**config.mk**
```make
export PLATFORM = sky130hd
export DESIGN_NAME = ifu_fetch
export DESIGN_NICKNAME = d
export VERILOG_FILES = /design/src/rtl/ifu_fetch_pkg.sv /design/src/rtl/ifu_fetch_fifo.sv /design/src/rtl/ifu_fetch.sv
export SDC_FILE = /design/constraint.sdc
export NUM_CORES = 1
export LEC_CHECK = 0
export CORE_UTILIZATION = 40
export CTS_CLUSTER_SIZE = 28
export DETAILED_ROUTE_END_ITERATION = 6
export DONT_BUFFER_PORTS = 1
export SETUP_SLACK_MARGIN = 0.02
export SLEW_MARGIN = 10
export SYNTH_ARGS = -nofsm -noshare
export SYNTH_HDL_FRONTEND = slang
export SYNTH_SLANG_ARGS = --single-unit
```
**constraint.sdc**
```tcl
create_clock -name clk -period 16.1 [get_ports clk]
set_clock_uncertainty 0.15 [all_clocks]
set_input_delay 1.61 -clock clk [delete_from_list [all_inputs] [get_ports clk]]
set_output_delay 1.61 -clock clk [all_outputs]
set_load 0.01 [all_outputs]
```
**src/rtl/ifu_fetch_pkg.sv**
```systemverilog
// ifu_fetch_pkg: shared definitions for the instruction fetch unit.
//   - datapath widths (CPU_WIDTH, PC_WIDTH)
//   - well-known instruction encodings (INST_NOP, INST_EBREAK)
//   - fetch FSM state type and the FIFO entry type
package ifu_fetch_pkg;

  localparam int unsigned CPU_WIDTH  = 64;
  localparam int unsigned PC_WIDTH   = 64;
  localparam int unsigned INST_WIDTH = 32;

  localparam logic [INST_WIDTH-1:0] INST_NOP    = 32'h0000_0013;
  localparam logic [INST_WIDTH-1:0] INST_EBREAK = 32'h0010_0073;

  typedef enum logic [1:0] {
    S_REQ  = 2'd0,
    S_WAIT = 2'd1,
    S_DROP = 2'd2
  } ifu_state_e;

  typedef struct packed {
    logic [PC_WIDTH-1:0]   pc;
    logic [INST_WIDTH-1:0] inst;
  } fetch_entry_t;

  function automatic logic [PC_WIDTH-1:0] align_pc(input logic [PC_WIDTH-1:0] pc);
    return {pc[PC_WIDTH-1:2], 2'b00};
  endfunction

endpackage

```
**src/rtl/ifu_fetch_fifo.sv**
```systemverilog
// ifu_fifo: synchronous FIFO of {pc, inst} fetch entries.
// Ports:
//   clk, rst_n      clock, asynchronous active-low reset
//   flush           empties the FIFO; overrides same-cycle push/pop
//   push, push_data write an entry (ignored when full)
//   pop             drop the head entry (ignored when empty)
//   head            current head entry (undefined when empty)
//   count           number of valid entries (0..DEPTH)
//   full, empty     status flags
// DEPTH must be a power of two >= 2 so the pointers wrap naturally.
module ifu_fifo
  import ifu_fetch_pkg::*;
#(
  parameter int unsigned DEPTH = 2
) (
  input  logic                     clk,
  input  logic                     rst_n,
  input  logic                     flush,
  input  logic                     push,
  input  fetch_entry_t             push_data,
  input  logic                     pop,
  output fetch_entry_t             head,
  output logic [$clog2(DEPTH):0]   count,
  output logic                     full,
  output logic                     empty
);

  localparam int unsigned AW = $clog2(DEPTH);
  localparam int unsigned CW = AW + 1;

  fetch_entry_t    mem [DEPTH];
  logic [AW-1:0]   wr_ptr;
  logic [AW-1:0]   rd_ptr;
  logic            do_push;
  logic            do_pop;

  assign full    = (count == CW'(DEPTH));
  assign empty   = (count == '0);
  assign do_push = push && !full && !flush;
  assign do_pop  = pop && !empty && !flush;
  assign head    = mem[rd_ptr];

  always_ff @(posedge clk) begin
    if (do_push) begin
      mem[wr_ptr] <= push_data;
    end
  end

  always_ff @(posedge clk or negedge rst_n) begin
    if (!rst_n) begin
      wr_ptr <= '0;
      rd_ptr <= '0;
      count  <= '0;
    end else if (flush) begin
      wr_ptr <= '0;
      rd_ptr <= '0;
      count  <= '0;
    end else begin
      if (do_push) begin
        wr_ptr <= wr_ptr + AW'(1);
      end
      if (do_pop) begin
        rd_ptr <= rd_ptr + AW'(1);
      end
      case ({do_push, do_pop})
        2'b10:   count <= count + CW'(1);
        2'b01:   count <= count - CW'(1);
        default: count <= count;
      endcase
    end
  end

endmodule

```
**src/rtl/ifu_fetch.sv**
```systemverilog
// ifu_fetch: instruction fetch unit feeding the decoder's inst interface.
// Issues word-aligned requests (one in flight at most), buffers returned
// words with their PC in ifu_fifo, and applies execute redirects.
// Ports:
//   clk, rst_n                    clock, asynchronous active-low reset
//   imem_req_valid/ready/addr     request channel to instruction memory
//   imem_rsp_valid/data           in-order, valid-only response channel
//   redirect_valid/pc             taken branch/jump from execute
//   inst_valid/ready, inst, inst_pc  head of the buffer towards decode
//   misalign                      one-cycle pulse for a redirect target with pc[1:0]!=0
//   halted                        fetch stopped on ebreak
// Build option: IFU_EBREAK_HALT_EN -- when defined, a fetched ebreak halts
// further requests until the next redirect; otherwise halted is tied 0.
module ifu_fetch
  import ifu_fetch_pkg::*;
#(
  parameter logic [63:0] PC_RESET   = 64'h0000_0000_8000_0000,
  parameter int unsigned FIFO_DEPTH = 2
) (
  input  logic        clk,
  input  logic        rst_n,
  output logic        imem_req_valid,
  input  logic        imem_req_ready,
  output logic [63:0] imem_req_addr,
  input  logic        imem_rsp_valid,
  input  logic [31:0] imem_rsp_data,
  input  logic        redirect_valid,
  input  logic [63:0] redirect_pc,
  output logic        inst_valid,
  input  logic        inst_ready,
  output logic [31:0] inst,
  output logic [63:0] inst_pc,
  output logic        misalign,
  output logic        halted
);

  localparam int unsigned CW = $clog2(FIFO_DEPTH) + 1;

  ifu_state_e   state;
  ifu_state_e   state_nxt;
  logic [63:0]  fetch_pc;
  logic [63:0]  fetch_pc_nxt;
  logic         outstanding;
  logic [CW-1:0] fifo_count;
  logic [CW-1:0] used;
  logic         credit;
  logic         req_fire;
  logic         push;
  logic         pop;
  logic         fifo_full;
  logic         fifo_empty;
  logic         halt_q;
  logic         misalign_q;
  fetch_entry_t head;
  fetch_entry_t push_entry;

  // Any state other than S_REQ has exactly one response still owed.
  assign outstanding = (state != S_REQ);
  assign used        = fifo_count + {{(CW-1){1'b0}}, outstanding};
  assign credit      = (used < CW'(FIFO_DEPTH));

  // Gated by rst_n so the request stays low while reset is asserted.
  assign imem_req_valid = rst_n && (state == S_REQ) && credit && !halt_q;
  assign imem_req_addr  = fetch_pc;
  assign req_fire       = imem_req_valid && imem_req_ready;

  // fetch_pc already points past the outstanding word while in S_WAIT.
  assign push       = (state == S_WAIT) && imem_rsp_valid && !redirect_valid;
  assign pop        = inst_valid && inst_ready && !redirect_valid;
  assign push_entry = '{pc: fetch_pc - 64'd4, inst: imem_rsp_data};

  always_comb begin
    state_nxt    = state;
    fetch_pc_nxt = fetch_pc;
    case (state)
      S_REQ: begin
        if (redirect_valid) begin
          state_nxt = req_fire ? S_DROP : S_REQ;
        end else if (req_fire) begin
          state_nxt    = S_WAIT;
          fetch_pc_nxt = fetch_pc + 64'd4;
        end
      end
      S_WAIT: begin
        if (imem_rsp_valid) begin
          state_nxt = S_REQ;
        end else if (redirect_valid) begin
          state_nxt = S_DROP;
        end
      end
      S_DROP: begin
        if (imem_rsp_valid) begin
          state_nxt = S_REQ;
        end
      end
      default: state_nxt = S_REQ;
    endcase
    if (redirect_valid) begin
      fetch_pc_nxt = align_pc(redirect_pc);
    end
  end

  always_ff @(posedge clk or negedge rst_n) begin
    if (!rst_n) begin
      state      <= S_REQ;
      fetch_pc   <= PC_RESET;
      misalign_q <= 1'b0;
    end else begin
      state      <= state_nxt;
      fetch_pc   <= fetch_pc_nxt;
      misalign_q <= redirect_valid && (redirect_pc[1:0] != 2'b00);
    end
  end

`ifdef IFU_EBREAK_HALT_EN
  always_ff @(posedge clk or negedge rst_n) begin
    if (!rst_n) begin
      halt_q <= 1'b0;
    end else if (redirect_valid) begin
      halt_q <= 1'b0;
    end else if (push && (imem_rsp_data == INST_EBREAK)) begin
      halt_q <= 1'b1;
    end
  end
`else
  assign halt_q = 1'b0;
`endif

  ifu_fifo #(
    .DEPTH (FIFO_DEPTH)
  ) u_fifo (
    .clk       (clk),
    .rst_n     (rst_n),
    .flush     (redirect_valid),
    .push      (push),
    .push_data (push_entry),
    .pop       (pop),
    .head      (head),
    .count     (fifo_count),
    .full      (fifo_full),
    .empty     (fifo_empty)
  );

  assign inst_valid = !fifo_empty;
  assign inst       = fifo_empty ? INST_NOP : head.inst;
  assign inst_pc    = fifo_empty ? '0 : head.pc;
  assign misalign   = misalign_q;
  assign halted     = halt_q;

  // The credit rule must keep every accepted response within the buffer.
  assert property (@(posedge clk) disable iff (!rst_n) push |-> !fifo_full);

endmodule

```
# Word-level counts from Yosys, hierarchy flattened
# Memories as Yosys holds them, arrays and structs flattened.
# Index checks and enable logic that the tools add are counted.
# Widths: inputs -> output; s select.
# op_classes
addsub,7
magnitude_cmp,1
eq_ne,8
mux,20
n_reduce_logical,26
# ops
operator,count
$mux 64,4
$add 64x3->64 const B,1
$sub 64x3->64 const B,1
$mux 32,1
$mux 2,7
$logic_and 1x1->1,12
$reduce_bool 2->1,6
$eq 2x2->1 const B,3
$mux 1,6
$ne 3x3->1 const B,2
$pmux 2 s3,1
$eq 2x1->1 const B,2
$logic_not 2->1,2
$pmux 2 s2,1
$logic_not 1->1,3
$reduce_and 3->1,1
$reduce_bool 3->1,1
$add 1x1->1 const B,2
$add 2x1->2,1
$add 2x1->2 const B,1
$lt 2x2->1 const B,1
$ne 2x2->1 const B,1
$reduce_and 2->1,1
$sub 2x1->2 const B,1
# word_totals
ff_bits,71
ram_bits,192
in_bits,102
word_cells,69
n_memories,1
# mem_list
name,words,word_bits,read_ports,rd_ports_with_merged_regs,write_ports,line_no,rtl
u_fifo.mem,2,96,1,0,1,ifu_fetch_fifo.sv:31,fetch_entry_t mem [DEPTH];

# Logic depth before layout (Yosys ltp)
# depth
ltp_word,9
depth_mapped,8
depth_no_buf,6

# Hierarchy
# Synthesis repeated with hierarchy kept, for this count alone.
# unflattened
cells_unflattened,1154
hier_area_um2,13399.1
# by_module_without_submodules
module,instances,cells_per_inst,area_each_um2
ifu_fifo,1,324,7145.6
ifu_fetch,1,830,6253.5

# Worst setup path before layout
# OpenSTA, ideal clock, no wires.
# synth_timing
kind,input -> register
start,input redirect_valid
end,"memory u_fifo.mem[0][0] (netlist name), enable pin"
setup_time_ns,0.548
arrival_ns,6.180
required_time_ns,15.402
slack_ns,9.222
path_stages,4
path_cell_list,clkbuf_1 > nor4bb_1 > o21ai_1 > nor2_1
# synth_between
elab_chain_cells,6
# synth_lines
item,line_no,rtl
start: declaration,ifu_fetch.sv:27,"input logic redirect_valid,"
$logic_not 1->1 *,"ifu_fetch_fifo.sv:39, ifu_fetch.sv:68",
$logic_and 1x1->1,ifu_fetch.sv:68,assign push = (state == S_WAIT) && imem_rsp_valid && !redirect_valid;
$logic_and 1x1->1,ifu_fetch_fifo.sv:39,assign do_push = push && !full && !flush;
$logic_and 1x1->1 *,ifu_fetch_fifo.sv:39,
$mux 1 *,ifu_fetch_fifo.sv:44,if (do_push) begin
$mux 1 (not written as such) *,ifu_fetch_fifo.sv:45,mem[wr_ptr] <= push_data;
end: declaration,ifu_fetch_fifo.sv:31,
# Mark *: on every way between the ends. The rest lies on a longest branch, timed or not.

# Worst setup path after layout
# layout_timing
start,register u_fifo.count[1]
end,output inst[0]
# layout_between
elab_chain_cells,2
# layout_lines
item,line_no,rtl
start: declaration,ifu_fetch_fifo.sv:23,"output logic [$clog2(DEPTH):0] count,"
start signal: assignment,ifu_fetch_fifo.sv:66,2'b10: count <= count + CW'(1);
start signal: assignment,ifu_fetch_fifo.sv:67,2'b01: count <= count - CW'(1);
start signal: assignment,ifu_fetch_fifo.sv:68,default: count <= count;
$logic_not 2->1,ifu_fetch_fifo.sv:38,assign empty = (count == '0);
$mux 32,ifu_fetch.sv:145,assign inst = fifo_empty ? INST_NOP : head.inst;
end: declaration,ifu_fetch.sv:31,"output logic [31:0] inst,"
# Every way passes these cells.

==> key figures <==
Detailed routing
  – Routed WL: 33.6 mm
  – Via count: 8,515
  – Wire length per cell: 22.3 um
  – Post-route ant nets: 0
  – # DRC: 0
  – Initial DRC count: 583
  – Via density: 5.66
  – Drt first pass iters: 4

Power
  – Pwr per Cell Area: 109 nW/um2
  – Switching Power: 371 uW
  – Leakage power: 4.34 nW
  – Int Pwr: 1.13 mW
  – Clock power share: 0.414
  – Comb pwr share: 0.055
  – Sequential share of power: 0.531
  – Max VDD drop: 0.0731 mV
  – Power Total: 1.50 mW
  – Sw Ratio: 0.247

Timing
  – Fin. Hold Viols: 0
  – Max Clk Rate: 0.214 GHz
  – Setup TNS: 0 ns
  – Final Max Slew Viols: 0
  – Final worst-path cycle share: 0.290
  – Fin crit period: 4.66 ns
  – Slew @ Worst Pin: 1.14 ns
  – RSZ-0062 raised after global routing: no
  – Slew headroom: 0.234
  – Setup violators final: 0
  – Fin worst setup slack: 11.44 ns

Logic synthesis
  – FFs w/ async S/R, synth: 0.268
  – Count leader, synth: edfxtp_1
  – Cell taking the most area after synthesis: edfxtp_1
  – Post-synth top flop: edfxtp_1
  – YS warnings: 0
  – Synth cell count leaders: edfxtp_1 (188), nor2_1 (147), mux2i_1 (100)
  – Yosys top cell area share: 0.443
  – Synth unique cells: 55
  – Synthesized cell area: 12,700 um2
  – Ranking of synthesized cells by area: edfxtp_1 (44%), dfrtp_1 (13%), mux2i_1 (7.9%)
  – Cell count after synthesis: 1,141
  – Post-synthesis sequential area ratio: 0.578
  – EDFF count, synth: 188
  – Post-synthesis register bit count: 257
  – Syn Area/Cell: 11.2 um2

Floorplan
  – Floorplan row count: 65
  – Effective utilization at floorplan: 0.405
  – Die Ht: 181 um
  – Die W: 181 um
  – Die area: 32,600 um2
  – I/O pin cnt: 266
  – Core Area: 31,500 um2

Worst setup path
  – Crit path DAT: 2.90 ns
  – Crit end category: primary output
  – Slowest stage delay, CP: 0.66 ns
  – R2r endpoint: u_fifo.mem[0][78]
  – R2R Setup Slk: 12.39 ns
  – Worst path cell trace: nor2_4 -> buf_4 -> inv_1 -> nand2_1
  – Worst r2r src: imem_req_addr[29]
  – WP data required: 14.34 ns
  – Cell count of the worst reg-to-reg path: 5
  – CP Launch Type: register
  – Slowest CP cell: buf_4
  – WS Path Type: register to primary output
  – Critical Path Fanout Max: 65

Place
  – Post-DP HPWL: 23.3 mm
  – IO buf count: 0
  – Placed cell count: 1,450
  – GP Congestion: 0.800
  – Placed inst area: 12,900 um2
  – Place WS: 11.58 ns

Hold path
  – Hold Startpoint: state[1]
  – Hold WC Path Type: register to register
  – Hold Path Depth: 1
  – Hold Crit Endpoint: state[1]

Global route
  – GRT Overall Usage: 0.204
  – Initial antenna violation count: 3
  – Pin count of the biggest net entering global routing: 102
  – Total gr overflow: 0
  – Global-route wire length before repair: 51.1 mm
  – Vias in the first global route: 8,276

Clock network
  – H-tree Lvls: 1
  – Longest Clk Path Bufs: 3
  – CTS tree: built
  – Clock latency on the worst-skew pair: 0.55 ns
  – Setup Fix Bufs, Post-CTS: 0
  – CTS Buf Count: 29
  – Root Driver: clkbuf_16
  – Num Clock Sinks: 257
  – CTS Hold Bufs: 0
  – Post-CTS resize count: 0
  – Clock slew at reported path FFs: 0.06 ns

Final layout
  – Fillers: 2,947
  – Nets: 1,183
  – Sequential cell area: 7380 um2
  – Area delta synth->final: 8.24%
  – Non-Filler Instances: 1,504
  – Final instance area: 13,800 um2
  – Multi-input gate area: 4910 um2
  – Fraction of layout cells with a size suffix above 1: 0.0591

Run status
  – Status: finished, final reports clean

Run
  – Max-Cap Viols: 0
flip-flops by register name, indices dropped and copies added, names as in the netlist:
signal,count
u_fifo.mem,188
imem_req_addr,62
state,2
u_fifo.count,2
misalign,1
u_fifo.rd_ptr,1
u_fifo.wr_ptr,1
cells by family after synthesis:
logic type | share of synthesized area
XOR/XNOR | 0.0646
flip-flops | 0.578
buffers and inverters | 0.0398
AO/OA/AOI/OAI | 0.0429
other | 0.000294
multiplexers | 0.0820
AND/OR/NAND/NOR | 0.190
adder cells (fa/ha/maj) | 0.00196
placed cells by master, fill, tap and decap left out, types with 4 or more instances in the layout:
cell / count
nor4_1: 34
and2_1: 6
clkbuf_16: 29
o31ai_1: 12
a21oi_1: 5
clkinv_2: 5
or4_1: 21
conb_1: 5
nor4b_1: 4
or3_1: 14
buf_4: 8
mux2_2: 4
mux2i_1: 100
a31oi_1: 14
nand2b_1: 8
o21ai_0: 26
clkinv_1: 6
nand2_1: 89
xor2_1: 42
o21ai_1: 18
nor3b_1: 4
nand4_1: 36
nor2b_1: 7
and4_1: 9
inv_1: 15
xnor2_1: 52
and3_1: 10
nor2_1: 144
dfrtp_1: 67
nor3_1: 36
clkbuf_1: 4
edfxtp_1: 188
nand3_1: 32
worst max path at each step:
stage	startpoint	depth (start not counted)	endpoint	slack, ns
3_3_place_gp	redirect_valid	4	u_fifo.mem[1][44]	11.61
4_1_cts	u_fifo.count[1]	4	inst[0]	11.34
6_report	u_fifo.count[1]	4	inst[0]	11.44
5_1_grt	u_fifo.count[1]	4	inst[0]	11.24
2_1_floorplan	redirect_valid	4	u_fifo.mem[0][0]	9.22
3_5_place_dp	redirect_valid	4	u_fifo.mem[0][44]	11.58
final cells by class:
class | instances | share of cell area
Sequential cell | 257 | 0.535
Multi-Input combinational cell | 768 | 0.355
Clock buffer | 33 | 0.0537
Tap cell | 402 | 0.0364
Clock inverter | 18 | 0.0109
Timing Repair Buffer | 8 | 0.00435
Inverter | 15 | 0.00408
Antenna cell | 3 | 0.000544
metal layers:
layer	vias up	share of wire	track usage
li1	3995	-	-
met1	4160	0.44	0.274
met2	328	0.47	0.334
met3	32	0.077	0.0505
met4	0	0.015	0.0424
met5	-	0	0
critical path: cells and delay by family, from the launching register on:
| family | cells | cell delay [ns] |
|---|---|---|
| buf+inv | 2 | 1.05 |
| simple gates | 2 | 0.78 |
| flops | 1 | 0.46 |
power by group through the flow:
stage,Combinational [mW],Clock [mW],Sequential [mW]
after CTS,0.0828,0.638,0.798
after floorplan,0.0952,0,0.772
after global routing,0.0935,0.664,0.803
after detailed placement,0.0824,0,0.812
final,0.0826,0.624,0.799
after global placement,0.0800,0,0.811
metrics by stage:
step	utilization	hold WS, ns
6_report	0.438	0.432
5_1_grt	0.438	0.466
4_1_cts	0.438	0.430
3_5_place_dp	0.410	0.412
3_3_place_gp	0.410	0.404
2_1_floorplan	-	0.334
Note: power is estimated with default switching activity, not from simulation.
